[src/rtl/alu_instr_encoder.sv]
// ALU request to RV32I instruction encoder with an output FIFO that feeds
// sequential instruction-memory writes starting at base_addr.
module alu_instr_encoder #(
    parameter int DEPTH = 4
) (
    input  logic        clk,
    input  logic        rst_n,
    input  logic        clear,
    input  logic [31:0] base_addr,
    input  logic        req_valid,
    output logic        req_ready,
    input  logic [2:0]  req_ctrl,
    input  logic        req_imm_sel,
    input  logic [4:0]  req_rd,
    input  logic [4:0]  req_rs1,
    input  logic [4:0]  req_rs2,
    input  logic [11:0] req_imm,
    output logic        out_valid,
    input  logic        out_ready,
    output logic [31:0] out_addr,
    output logic [31:0] out_data,
    output logic        err,
    output logic [7:0]  err_cnt
);

    localparam int AW = $clog2(DEPTH);
    localparam logic [AW:0] FULL = (AW+1)'(DEPTH);

    logic [31:0]   mem_q [DEPTH];
    logic [AW-1:0] wr_ptr_q, wr_ptr_d;
    logic [AW-1:0] rd_ptr_q, rd_ptr_d;
    logic [AW:0]   count_q, count_d;
    logic [31:0]   addr_q, addr_d;
    logic          live_q;
    logic          err_q, err_d;
    logic [7:0]    err_cnt_q, err_cnt_d;

    logic [2:0]  funct3;
    logic [6:0]  funct7;
    logic        legal;
    logic [31:0] enc;
    logic        accept, push, pop;

    always_comb begin
        legal  = 1'b1;
        funct3 = 3'b000;
        funct7 = 7'b0000000;
        case (req_ctrl)
            3'b000: funct3 = 3'b000;
            3'b001: begin
                funct7 = 7'b0100000;
                legal  = ~req_imm_sel;
            end
            3'b010: funct3 = 3'b111;
            3'b011: funct3 = 3'b110;
            3'b101: funct3 = 3'b010;
            default: legal = 1'b0;
        endcase
        if (req_imm_sel)
            enc = {req_imm, req_rs1, funct3, req_rd, 7'b0010011};
        else
            enc = {funct7, req_rs2, req_rs1, funct3, req_rd, 7'b0110011};
    end

    // live_q is cleared asynchronously by reset, so the first edge after
    // release samples base_addr and only then opens req_ready.
    assign out_valid = (count_q != '0);
    assign pop       = out_valid & out_ready & ~clear;
    assign req_ready = live_q & ~clear & ((count_q != FULL) | (out_valid & out_ready));
    assign accept    = req_valid & req_ready;
    assign push      = accept & legal;
    assign out_data  = out_valid ? mem_q[rd_ptr_q] : '0;
    assign out_addr  = live_q ? addr_q : base_addr;
    assign err       = err_q;
    assign err_cnt   = err_cnt_q;

    always_comb begin
        wr_ptr_d  = wr_ptr_q;
        rd_ptr_d  = rd_ptr_q;
        count_d   = count_q;
        addr_d    = addr_q;
        err_d     = 1'b0;
        err_cnt_d = err_cnt_q;
        if (!live_q || clear) begin
            wr_ptr_d  = '0;
            rd_ptr_d  = '0;
            count_d   = '0;
            addr_d    = base_addr;
            err_cnt_d = '0;
        end else begin
            if (push) wr_ptr_d = wr_ptr_q + 1'b1;
            if (pop) begin
                rd_ptr_d = rd_ptr_q + 1'b1;
                addr_d   = addr_q + 32'd4;
            end
            case ({push, pop})
                2'b10:   count_d = count_q + 1'b1;
                2'b01:   count_d = count_q - 1'b1;
                default: count_d = count_q;
            endcase
            if (accept && !legal) begin
                err_d = 1'b1;
                if (err_cnt_q != '1) err_cnt_d = err_cnt_q + 1'b1;
            end
        end
    end

    always_ff @(posedge clk or negedge rst_n) begin
        if (!rst_n) begin
            live_q    <= 1'b0;
            wr_ptr_q  <= '0;
            rd_ptr_q  <= '0;
            count_q   <= '0;
            addr_q    <= '0;
            err_q     <= 1'b0;
            err_cnt_q <= '0;
        end else begin
            live_q    <= 1'b1;
            wr_ptr_q  <= wr_ptr_d;
            rd_ptr_q  <= rd_ptr_d;
            count_q   <= count_d;
            addr_q    <= addr_d;
            err_q     <= err_d;
            err_cnt_q <= err_cnt_d;
        end
    end

    always_ff @(posedge clk) begin
        if (push && !clear) mem_q[wr_ptr_q] <= enc;
    end

endmodule

[config.mk]
export PLATFORM = sky130hd
export DESIGN_NAME = alu_instr_encoder
export DESIGN_NICKNAME = d
export VERILOG_FILES = /design/src/rtl/alu_instr_encoder.sv
export SDC_FILE = /design/constraint.sdc
export NUM_CORES = 1
export LEC_CHECK = 0
export CAP_MARGIN = 5
export CORE_MARGIN = 2
export CORE_UTILIZATION = 50
export DETAILED_ROUTE_END_ITERATION = 12
export GPL_TIMING_DRIVEN = 0
export MAX_ROUTING_LAYER = met4
export PLACE_DENSITY = 0.74
export SETUP_SLACK_MARGIN = 0.05
export SKIP_LAST_GASP = 1
export SYNTH_ARGS = -nofsm -noshare
export SYNTH_HDL_FRONTEND = slang
export SYNTH_SLANG_ARGS = --single-unit
[constraint.sdc]
create_clock -name clk -period 2.7 [get_ports clk]
set_input_delay 0.405 -clock clk [delete_from_list [all_inputs] [get_ports clk]]
set_output_delay 0.405 -clock clk [all_outputs]
set_load 0.01 [all_outputs]
==> results <==
- The flow ran to the end, and the final reports show no timing, DRC or antenna violations.
- The power after layout is 5.52 mW.
- The library cell used most frequently in the layout, excluding fill and tap cells, is clkdlybuf4s50_1.
- The max capacitance violation total is 0.
- Entering global routing, the biggest net connects 30 pins.
- The effective utilization at floorplan is 0.517.
- The detailed router finished its first iteration with slightly above 400 violations.
- The post-synth design cell area is roughly 0.0072 mm^2.
- The maximum clock frequency is 0.388 GHz.
- The share of total power dissipated in combinational logic is 0.099.
- The vias per cell is 5.60.
- The final critical-path required period is between 2 and 3 ns.
- The critical path contains buffers and inverters numbering 3 combined.
- For this run the aggregate overflow at the end of global routing stands at 0.
- The primary flip-flop cell chosen by synthesis mapping is edfxtp_1.
- In this run the worst path has a maximum fanout of 8.
- The antenna diode count is 0.
- The wire length reported by the detailed router is 16,800 um.
- The sequential share of power is 0.476.
- The kind of start point of the critical path is a register.
- The fraction of synthesized cell area taken by the top area cell type is 0.432.
- The post-synthesis cell count is 530.
- Clock latency on the worst-skew pair, taken at its later pin, is 0.43 ns.
- The launch point of the worst reg-to-reg path is count_q[0].
- The total count of hold-check failures in the final report was 0.
- The post-detailed-route count of antenna-violating nets is 0.
- The remaining max-slew budget at the tightest pin is 0.360.
- The cell area power density is 567 mW/mm^2.
- At the placement stage, the worst setup path has a slack of -0.657 ns.
- The endpoint required time on the critical path is 2.30 ns.
- The cell class contributing the biggest share of worst-path delay is buffers and inverters.
- The area added between synthesis and finish is 34.7%.
- The cell-internal power is 4.26 mW.
- After the last flow step, the layout net total stands at about 770.
- STA puts the critical path data arrival time at 2.17 ns.
- The final worst setup slack is about 0.12 ns.
- In this run the deepest clock path goes through 2 buffers.
- The floorplan die area is 0.0154 mm^2.
- In the synthesized netlist the async set-or-reset flop fraction comes to 0.320.
- For this design the static power due to leakage is 3.63 nW.
- Of the total power, the clock network draws 0.425.
- Counting the buffers created by CTS gives 17.
- For this run, the slowest stage of the critical path takes about 0.50 ns.
- TritonCTS built the clock tree.
- The global placement routability congestion is about 0.86.
- The worst setup path is captured at an output port.
- The detailed-router iteration count before antenna repair is 5.
- The root buffer cell is clkbuf_16.
- The number of warnings issued by yosys is 0.
- The worst-case clock skew is 0.0117 ns.
- The path type of the worst setup path is register to output port.
- After synthesis, the cell types taking the most area are edfxtp_1 43%, dfrtp_1 17%, mux4_2 8.1%, mux2_2 5.9%, nor2b_1 2.7%.
- The classification of the worst-slack hold path is register to register.
- The final clock period utilization by the worst path is 0.954.
- The share of synthesized area occupied by flip-flops and latches is 0.602.
- From left edge to right edge, the die measures 124 um.
- IR analysis of the VDD net gives a maximum drop of 0.435 mV.
- The global-route wire length before repair is 27,300 um.
- The overall global routing resource usage is 0.232.
- The library cells used most frequently in the layout, excluding fill and tap cells, are 121 x clkdlybuf4s50_1, 104 x edfxtp_1, 51 x nand2_1.
- Setup violations remaining at the end of the flow were counted as 0.
- The number of enable-type register cells in the synthesized netlist is 104.
- The startpoint of the tightest hold check path is addr_q[0].
- The number of antenna violations at the first check in global routing was 0.
- The largest individual stage delay along the critical path comes from the cell mux4_2.
- The clock slew at the register clock pins of the worst setup and hold paths is around 0.060 ns.
- For this block, the via count after detailed routing is between 4,000 and 5,000.
- Of the total power, the share spent switching nets is 0.229.
- The count of different cell masters after synthesis is 50.
- The slew at the pin closest to its max-slew limit is 0.951 ns.
- The critical path starts at rd_ptr_q[0].
- The total number of placement rows is 43.
- The critical path goes through buf_12 > buf_12 > mux4_2 > nor2b_1 > clkdlybuf4s50_1.
- The mean instance size in the synthesized netlist is roughly 14 um^2.
- The count of buffers added on input and output ports is 139.
- In the final routed layout, each cell accounts on average for 18.9 um.
- The final-report max-slew violation count came to 0.
- The number of global-route vias before repair came to 5,198.
- The core region is around 0.014 mm^2.
- Clock tree synthesis found a total of 153 sinks.
- The post-route DRC violation count is 0.
- In this run the power spent charging and discharging nets is 1.26 mW.
- The count of state elements after synthesis is 153.
- The die is 124 um tall.
- The fraction of final layout cells with drive strength greater than 1 is 0.211.
- The largest total area in the synthesized netlist belongs to edfxtp_1.
- The most numerous cell type found on the critical path is buf_12.
- The deepest level of the CTS H-tree is 4.
- Detailed placement finished with a half-perimeter wire length of 11,400 um.
- The top-level I/O count is 143.
- Setup repair after global routing left no endpoint under its margin.
[cell families after synthesis]
logic type      after synthesis  share of synthesized area
compound gates               49                     0.0391
xor+xnor                     35                     0.0424
fa+ha+maj                     7                     0.0132
buf+inv                      39                     0.0242
flops                       153                      0.602
mux                          66                      0.143
other cells                   2                    0.00104
simple gates                179                      0.135
[per-layer routing]
metal,GRT usage,wire (um),vias up
met5,-,0,-
met4,0.0872,261,0
met3,0.0417,753,22
met2,0.366,8500,172
met1,0.303,7290,2507
li1,-,-,2293
[state kept, by name, indices dropped and copies added, names as in the netlist]
register and cells:
wr_ptr_q 2, rd_ptr_q 2, count_q 3, err_cnt 8, addr_q 32, err 1
mem_q 104, live_q 1
[worst paths after layout]
kind	to	slack (ns)	cells after the start
max in group asynchronous	count_q[2]	1.65	3
hold / removal	addr_q[0]	0.47	2
min in group asynchronous	addr_q[13]	0.49	2
setup / recovery	out_data[11]	0.12	5
setup reg to reg	count_q[2]	0.30	7
hold reg to reg	addr_q[0]	0.47	2
[metrics by stage]
step	area, um^2	util	std cells	setup TNS [ns]	hold slack [ns]
6_report	9740	0.696	891	0	0.474
5_1_grt	9740	0.696	891	0	0.505
4_1_cts	9660	0.691	890	0	0.475
3_5_place_dp	8950	0.640	855	-63.69	0.407
3_3_place_gp	8850	0.633	851	-115.36	0.450
2_1_floorplan	7230	-	532	0	0.109
[layout make-up]
type	instances	area (um^2)
inverter	7	26.3
sequential	153	4350
fill	986	4250
clock inverter	14	149
clock buffer	18	439
buffer	30	220
timing repair buffer	149	1560
tap	180	225
multi-input combinational	340	2760
[power groups by stage]
| stage | Combinational [mW] | Clock, mW | Sequential (mW) |
|---|---|---|---|
| 2_1_floorplan | 0.243 | 0 | 2.66 |
| 5_1_grt | 0.591 | 2.48 | 2.63 |
| 6_report | 0.546 | 2.35 | 2.63 |
| 3_5_place_dp | 0.533 | 0 | 2.67 |
| 3_3_place_gp | 0.519 | 0 | 2.67 |
| 4_1_cts | 0.545 | 2.38 | 2.63 |
[tightest hold or removal path, cell delays in order, from the launching register on]
cell	delay [ns]
dfrtp_1	0.34
nand2_1	0.05
nand2_1	0.05
[cell usage after synthesis (all sizes together), types with 16 or more instances]
master and n:
o21ai 33, edfxtp 104, nor2 20, nand2 51
dfrtp 49, mux2 38, nand3 16, mux4 26
clkbuf 19, xor2 20, nor2b 31
[timing repair]
action	4_1_cts	5_1_grt
pin swaps	0	1
setup buffers	3	2
hold buffers	1	0
endpoints found under the setup margin	165	123
hold endpoints to repair	20	0
resized for setup	41	26
Power figures use the tool's default switching activity.
